[src/rtl/dll_fetch_if.sv]
// Memory/bus handshake between the DLL fetch engine and the memory arbiter.
//   mem_req  : read request from the fetch engine
//   AB_out   : read address, valid while mem_req is high
//   mem_ack  : read completes this cycle, DB_in valid in the same cycle
//   DB_in    : read data
//   drive_AB : fetch engine owns the address bus
//   halt_b   : active-low CPU halt
interface dll_fetch_if;
  logic        mem_req;
  logic [15:0] AB_out;
  logic        mem_ack;
  logic [7:0]  DB_in;
  logic        drive_AB;
  logic        halt_b;

  modport master (output mem_req, AB_out, drive_AB, halt_b,
                  input  mem_ack, DB_in);
  modport slave  (input  mem_req, AB_out, drive_AB, halt_b,
                  output mem_ack, DB_in);
endinterface

[src/rtl/dll_fetch.sv]
// MARIA display-list-list fetch engine. Takes the bus, reads 3-byte DLL
// entries starting at ZP, presents each decoded entry to the line renderer,
// advances on zone boundaries and restarts from ZP on every frame start.
//   sysclock, reset_b   : clock, async active-low reset
//   ZP, zp_written      : DLL base pointer and its "programmed" level
//   frame_start         : pulse, restart from ZP
//   next_zone           : pulse, fetch the next entry (only honoured in HOLD)
//   bus                 : memory request/ack, address, data, bus ownership
//   entry_valid         : one-cycle pulse, entry fields updated
//   dli/h16/h8/zone_offset/dl_ptr : decoded entry fields
//   busy                : high in F0/F1/F2
//
// state | meaning
// IDLE  | no valid ZP yet or never started; waiting for frame_start
// F0    | reading entry byte 0 at ptr
// F1    | reading entry byte 1 at ptr+1
// F2    | reading entry byte 2 at ptr+2
// HOLD  | entry presented; waiting for next_zone or frame_start
module dll_fetch #(
  parameter int ENTRY_BYTES = 3
) (
  input  logic        sysclock,
  input  logic        reset_b,
  input  logic [15:0] ZP,
  input  logic        zp_written,
  input  logic        frame_start,
  input  logic        next_zone,
  dll_fetch_if.master bus,
  output logic        entry_valid,
  output logic        dli,
  output logic        h16,
  output logic        h8,
  output logic [3:0]  zone_offset,
  output logic [15:0] dl_ptr,
  output logic        busy
);

  typedef enum logic [2:0] {S_IDLE, S_F0, S_F1, S_F2, S_HOLD} state_t;

  state_t      state;
  logic [15:0] ptr;
  logic        restart;
  logic [2:0]  sh_flags;   // byte0[7:5]; byte0[4] is never used
  logic [3:0]  sh_zone;    // byte0[3:0]
  logic [7:0]  sh_hi;      // byte1

  logic start;
  logic restart_now;

  assign start       = frame_start & zp_written;
  // A start arriving on the ack cycle itself still aborts this entry.
  assign restart_now = restart | start;

  always_ff @(posedge sysclock or negedge reset_b) begin
    if (!reset_b) begin
      state        <= S_IDLE;
      ptr          <= 16'h0000;
      restart      <= 1'b0;
      sh_flags     <= 3'b000;
      sh_zone      <= 4'h0;
      sh_hi        <= 8'h00;
      bus.mem_req  <= 1'b0;
      bus.AB_out   <= 16'h0000;
      bus.drive_AB <= 1'b0;
      bus.halt_b   <= 1'b1;
      busy         <= 1'b0;
      entry_valid  <= 1'b0;
      dli          <= 1'b0;
      h16          <= 1'b0;
      h8           <= 1'b0;
      zone_offset  <= 4'h0;
      dl_ptr       <= 16'h0000;
    end else begin
      entry_valid <= 1'b0;
      case (state)
        S_IDLE, S_HOLD: begin
          if (start || (state == S_HOLD && next_zone)) begin
            state        <= S_F0;
            bus.mem_req  <= 1'b1;
            bus.drive_AB <= 1'b1;
            bus.halt_b   <= 1'b0;
            busy         <= 1'b1;
            if (start) begin
              ptr        <= ZP;
              bus.AB_out <= ZP;
            end else begin
              bus.AB_out <= ptr;
            end
          end
        end
        S_F0, S_F1, S_F2: begin
          if (bus.mem_ack) begin
            if (restart_now) begin
              // Aborted entry: drop the data and refetch from ZP.
              state      <= S_F0;
              ptr        <= ZP;
              bus.AB_out <= ZP;
              restart    <= 1'b0;
            end else begin
              case (state)
                S_F0: begin
                  sh_flags   <= bus.DB_in[7:5];
                  sh_zone    <= bus.DB_in[3:0];
                  bus.AB_out <= ptr + 16'd1;
                  state      <= S_F1;
                end
                S_F1: begin
                  sh_hi      <= bus.DB_in;
                  bus.AB_out <= ptr + 16'd2;
                  state      <= S_F2;
                end
                default: begin
                  // Byte 2 goes straight to dl_ptr, no shadow needed.
                  dli          <= sh_flags[2];
                  h16          <= sh_flags[1];
                  h8           <= sh_flags[0];
                  zone_offset  <= sh_zone;
                  dl_ptr       <= {sh_hi, bus.DB_in};
                  entry_valid  <= 1'b1;
                  ptr          <= ptr + 16'(ENTRY_BYTES);
                  state        <= S_HOLD;
                  bus.mem_req  <= 1'b0;
                  bus.drive_AB <= 1'b0;
                  bus.halt_b   <= 1'b1;
                  busy         <= 1'b0;
                end
              endcase
            end
          end else if (start) begin
            restart <= 1'b1;
          end
        end
        default: state <= S_IDLE;
      endcase
    end
  end

endmodule

[src/flat_wrapper.sv]
// flat-port wrapper written by rule: the top's interface ports become plain ports
module dll_fetch_flat 
#(
  parameter int ENTRY_BYTES = 3
)
  (sysclock, reset_b, ZP, zp_written, frame_start, next_zone, entry_valid, dli, h16, h8, zone_offset, dl_ptr, busy, bus_mem_req, bus_AB_out, bus_drive_AB, bus_halt_b, bus_mem_ack, bus_DB_in);
  dll_fetch_if bus_i ();
  input  logic sysclock;
  input  logic reset_b;
  input  logic [15:0] ZP;
  input  logic zp_written;
  input  logic frame_start;
  input  logic next_zone;
  output logic entry_valid;
  output logic dli;
  output logic h16;
  output logic h8;
  output logic [3:0] zone_offset;
  output logic [15:0] dl_ptr;
  output logic busy;
  output wire logic [$bits(bus_i.mem_req)-1:0] bus_mem_req;
  output wire logic [$bits(bus_i.AB_out)-1:0] bus_AB_out;
  output wire logic [$bits(bus_i.drive_AB)-1:0] bus_drive_AB;
  output wire logic [$bits(bus_i.halt_b)-1:0] bus_halt_b;
  input wire logic [$bits(bus_i.mem_ack)-1:0] bus_mem_ack;
  input wire logic [$bits(bus_i.DB_in)-1:0] bus_DB_in;
  assign bus_mem_req = bus_i.mem_req;
  assign bus_AB_out = bus_i.AB_out;
  assign bus_drive_AB = bus_i.drive_AB;
  assign bus_halt_b = bus_i.halt_b;
  assign bus_i.mem_ack = bus_mem_ack;
  assign bus_i.DB_in = bus_DB_in;
  dll_fetch #(.ENTRY_BYTES(ENTRY_BYTES)) u_core (.sysclock(sysclock), .reset_b(reset_b), .ZP(ZP), .zp_written(zp_written), .frame_start(frame_start), .next_zone(next_zone), .bus(bus_i), .entry_valid(entry_valid), .dli(dli), .h16(h16), .h8(h8), .zone_offset(zone_offset), .dl_ptr(dl_ptr), .busy(busy));
endmodule
[config.mk]
export PLATFORM = sky130hd
export DESIGN_NAME = dll_fetch_flat
export DESIGN_NICKNAME = d
export VERILOG_FILES = /design/src/rtl/dll_fetch_if.sv /design/src/rtl/dll_fetch.sv /design/src/flat_wrapper.sv
export SDC_FILE = /design/constraint.sdc
export NUM_CORES = 1
export LEC_CHECK = 0
export BUFFER_PORTS_ARGS = -buffer_cell sky130_fd_sc_hd__buf_2
export CAP_MARGIN = 30
export CORE_MARGIN = 1.5
export CORE_UTILIZATION = 25
export CTS_BUF_LIST = sky130_fd_sc_hd__clkbuf_8
export DETAILED_ROUTE_END_ITERATION = 16
export GPL_ROUTABILITY_DRIVEN = 0
export SYNTH_ARGS = -nofsm -noshare
export SYNTH_HDL_FRONTEND = slang
export SYNTH_SLANG_ARGS = --single-unit
[constraint.sdc]
create_clock -name sysclock -period 3.09 [get_ports sysclock]
set_clock_uncertainty 0.2 [all_clocks]
set_input_delay 0.309 -clock sysclock [delete_from_list [all_inputs] [get_ports sysclock]]
set_output_delay 0.309 -clock sysclock [all_outputs]
set_load 0.05 [all_outputs]
==> metrics.md <==
| Metric | Value |
|---|---|
| Crit end category | flop |
| GRT overflow | 0 |
| Critical Path AT | 2.80 ns |
| Commonest non-fill, non-tap cell in the layout | dfrtp_1 |
| Max Fclk | 369 MHz |
| Wirelength per Cell | between 15 and 20 microns |
| Setup TNS | 0 ns |
| Sw Pwr | around 3.5 mW |
| Core Area | 17200 sq um |
| FP Rows | 48 |
| Die X | 135 microns |
| H-tree Lvls | 3 |
| Final Slew Violations | 0 |
| Top post-synthesis cells by area | dfrtp_1 43%, mux2_2 11%, nand2_1 3.6% |
| Syn_area_per_cell | 9.73 sq um |
| Tmin final | 2.71 ns |
| Slack of the worst reg-to-reg path | ~0.38 ns |
| Pwr dens | 1280 nW/um^2 |
| Final period util | between 80% and 90% |
| Iteration-0 DRC Markers | 362 |
| Hold Violations, Final | 0 |
| Die area | around 18000 sq um |
| RR Endpoint | u_core.ptr[6] |
| Mapped cell area | 4380 sq um |
| Port Buf Inserts | 73 |
| Antenna violations before repair | 0 |
| Crit Path Class | reg2reg |
| Max-cap violation count | 0 |
| Area growth syn-to-layout | 19.6% |
| Final setup viols | 0 |
| Number of synthesized flops with an enable pin | 0 |
| Slew @ Worst Pin | 0.797 ns |
| GR Util met1 | 19.7% |
| Final net count | 552 |
| Total power draw | approximately 6.7 mW |
| Vias in the first global route | 3957 |
| Critical path required time | 3.18 ns |
| GRT Max-Usage Layer | met2 |
| Peak VDD IR | 0.000653 V |
| Worst Hold Class | in2reg |
| Vias | slightly below 4k |
| Largest net degree at the start of global routing | 78 |
| Ports | 74 |
| Sequential area share after synthesis | 44.0% |
| Worst-Skew Late Latency | 0.37 ns |
| Die H | 135 microns |
| Outcome | finished clean |
| Hold_ws | 0.0114 ns |
| Register Area | 1930 sq um |
| First-pass GRT wire length | 21300 microns |
| Critical path origin | u_core.state[0] |
| Power share of the clock group | 12.2% |
| Leakage power | 2.27 nW |
| Drt total wl | 13300 microns |
| CTS Buffer Depth | 2 |
| All-Layer GR Usage | roughly 15% |
| Sequential Power Share | ~31% |
| # diodes | 0 |
| Post-DP HPWL | around 9400 microns |
| Switching Share | 51.9% |
| CTS sink cnt | 77 |
| Most frequent cells in the layout | 76 x dfrtp_1, 72 x buf_2, 42 x nand2_1 |
| Yosys top cell by area | dfrtp_1 |
| Ys async rst share | 100% |
| DRC violations left | 0 |
| Placed cells | between 700 and 800 |
| Fraction of layout instances using a drive strength above 1 | 30.7% |
| Final instance area | 5240 sq um |
| FILL cells | 1857 |
| Pint | 3.22 mW |
| Relative slew margins | 46.7% |
| Met3 Use GR | ~4.5% |
| Syn Nets | slightly below 500 |
| Critical Path End | u_core.ptr[6] |
| Initial Util | roughly 25% |
| Detailed-route vias per instance | 5.28 |
| Clock slew at reported path FFs | 0.09 ns |
| R2R depth | 6 |
| TritonRoute pass-1 iters | 5 |
| Top-area cell type share of the netlist area | about 43% |
| Ys Warns | 0 |
| CTS tree | yes |
| Yosys cell types | 65 |
| Seq cells post-synth | 77 |
| Crit Path Max Fanout | 16 |
| Global Route met2 Usage | 23.3% |
| Critical path launch point type | flop |
| Comb power frac | 57.1% |
| Post-route ant nets | 0 |
| Root Buffer | clkbuf_8 |
| Final std cells w/o fill | approximately 750 |
| Cell Area, Placed | slightly below 5000 sq um |
| Mapped Cells | 450 |
| CTS Buf Count | 9 |
| Area of the multi-input gates | between 2000 and 2500 sq um |
| Reg2reg start | u_core.state[0] |
| PostCTS Resize Cnt | 0 |
| Primary FF master, synth | dfrtp_1 |
| Unrepaired setup endpoints after global routing | false |
-- cell usage after synthesis (all sizes together) (3+ instances only) --
master   n
clkbuf  17
a221o    5
o21bai   3
dfrtp   76
xor2     3
mux2    41
and3     3
mux2i    8
nand4    9
nor2    39
nor3     6
buf     18
o21a     6
a22oi    4
ha       5
xnor2    4
nand2   42
and2     5
a21oi   29
a31oi   10
a211oi   8
a211o    4
a21o     6
o31ai    4
o22ai    7
o21ai   23
or3      3
nor4     6
inv      7
nand3   11
-- state kept, by name, summed over array words and instances (netlist names) --
register / flops
u_core.state: 3
u_core.restart: 1
u_core.sh_hi: 8
u_core.h8: 1
u_core.entry_valid: 1
u_core.bus.halt_b: 1
u_core.bus.AB_out: 16
u_core.sh_zone: 4
u_core.bus.mem_req: 1
u_core.h16: 1
u_core.dli: 1
u_core.dl_ptr: 16
u_core.ptr: 16
u_core.sh_flags: 3
u_core.zone_offset: 4
-- metal layers --
metal | vias up | routed length (microns)
met4 | 0 | 259
li1 | 1802 | -
met3 | 28 | 1160
met5 | - | 0
met1 | 1916 | 5840
met2 | 197 | 6070
-- cell families after synthesis --
family                   count (synthesis)  synth area share [%]
AO/OA/AOI/OAI                          134                  20.9
XOR/XNOR                                 7                  1.40
adder cells (fa/ha/maj)                  5                  1.43
buffers and inverters                   42                  4.29
flip-flops                              77                  44.0
multiplexers                            49                  12.7
AND/OR/NAND/NOR                        136                  15.3
-- power groups by stage --
stage	sequential, mW	combinational, mW	clock [mW]
floorplan	2.73	2.12	0
global placement	2.03	3.73	0
detailed placement	2.06	3.78	0
CTS	2.05	3.81	0.842
global route	2.14	4.12	0.876
finish	2.06	3.83	0.816
-- worst max-delay path, stage by stage (launching register included) --
cell     delay [ns]
dfrtp_1        0.63
o21ba_2        0.44
and2_1         0.40
o21a_1         0.24
buf_4          0.20
mux2_2         0.36
a31oi_1        0.16
-- area by class of cell --
| type | instances | area share, % |
|---|---|---|
| flip-flops and latches | 77 | 36.8 |
| repair buffers | 91 | 10.1 |
| well taps | 225 | 5.38 |
| multi-input cells | 331 | 43.2 |
| inverters | 7 | 0.502 |
| clock inverters | 6 | 1.31 |
| clock buffers | 10 | 2.63 |
-- per-stage QoR --
step                utilization (%)  setup WS, ns
floorplan                         -         0.933
global placement               28.9         0.546
detailed placement             28.9         0.507
CTS                            30.3         0.430
global route                   30.5         0.263
finish                         30.5         0.377
-- timing repair --
action                                 CTS  global route
endpoints found under the hold margin   81             0
hold buffers                             3             0
setup buffers                            0             0
-- how the worst min path moves through the flow --
stage                     cells after the start              endpoint              start
after floorplan                               0  u_core.bus.AB_out[0]            reset_b
after global placement                        2     u_core.bus.halt_b  u_core.bus.halt_b
after detailed placement                      2     u_core.bus.halt_b  u_core.bus.halt_b
after CTS                                     2    u_core.sh_flags[2]       bus_DB_in[7]
after global routing                          2      u_core.dl_ptr[0]       bus_DB_in[0]
final                                         2    u_core.sh_flags[2]       bus_DB_in[7]
No activity file was read; power rests on OpenSTA's default activity.
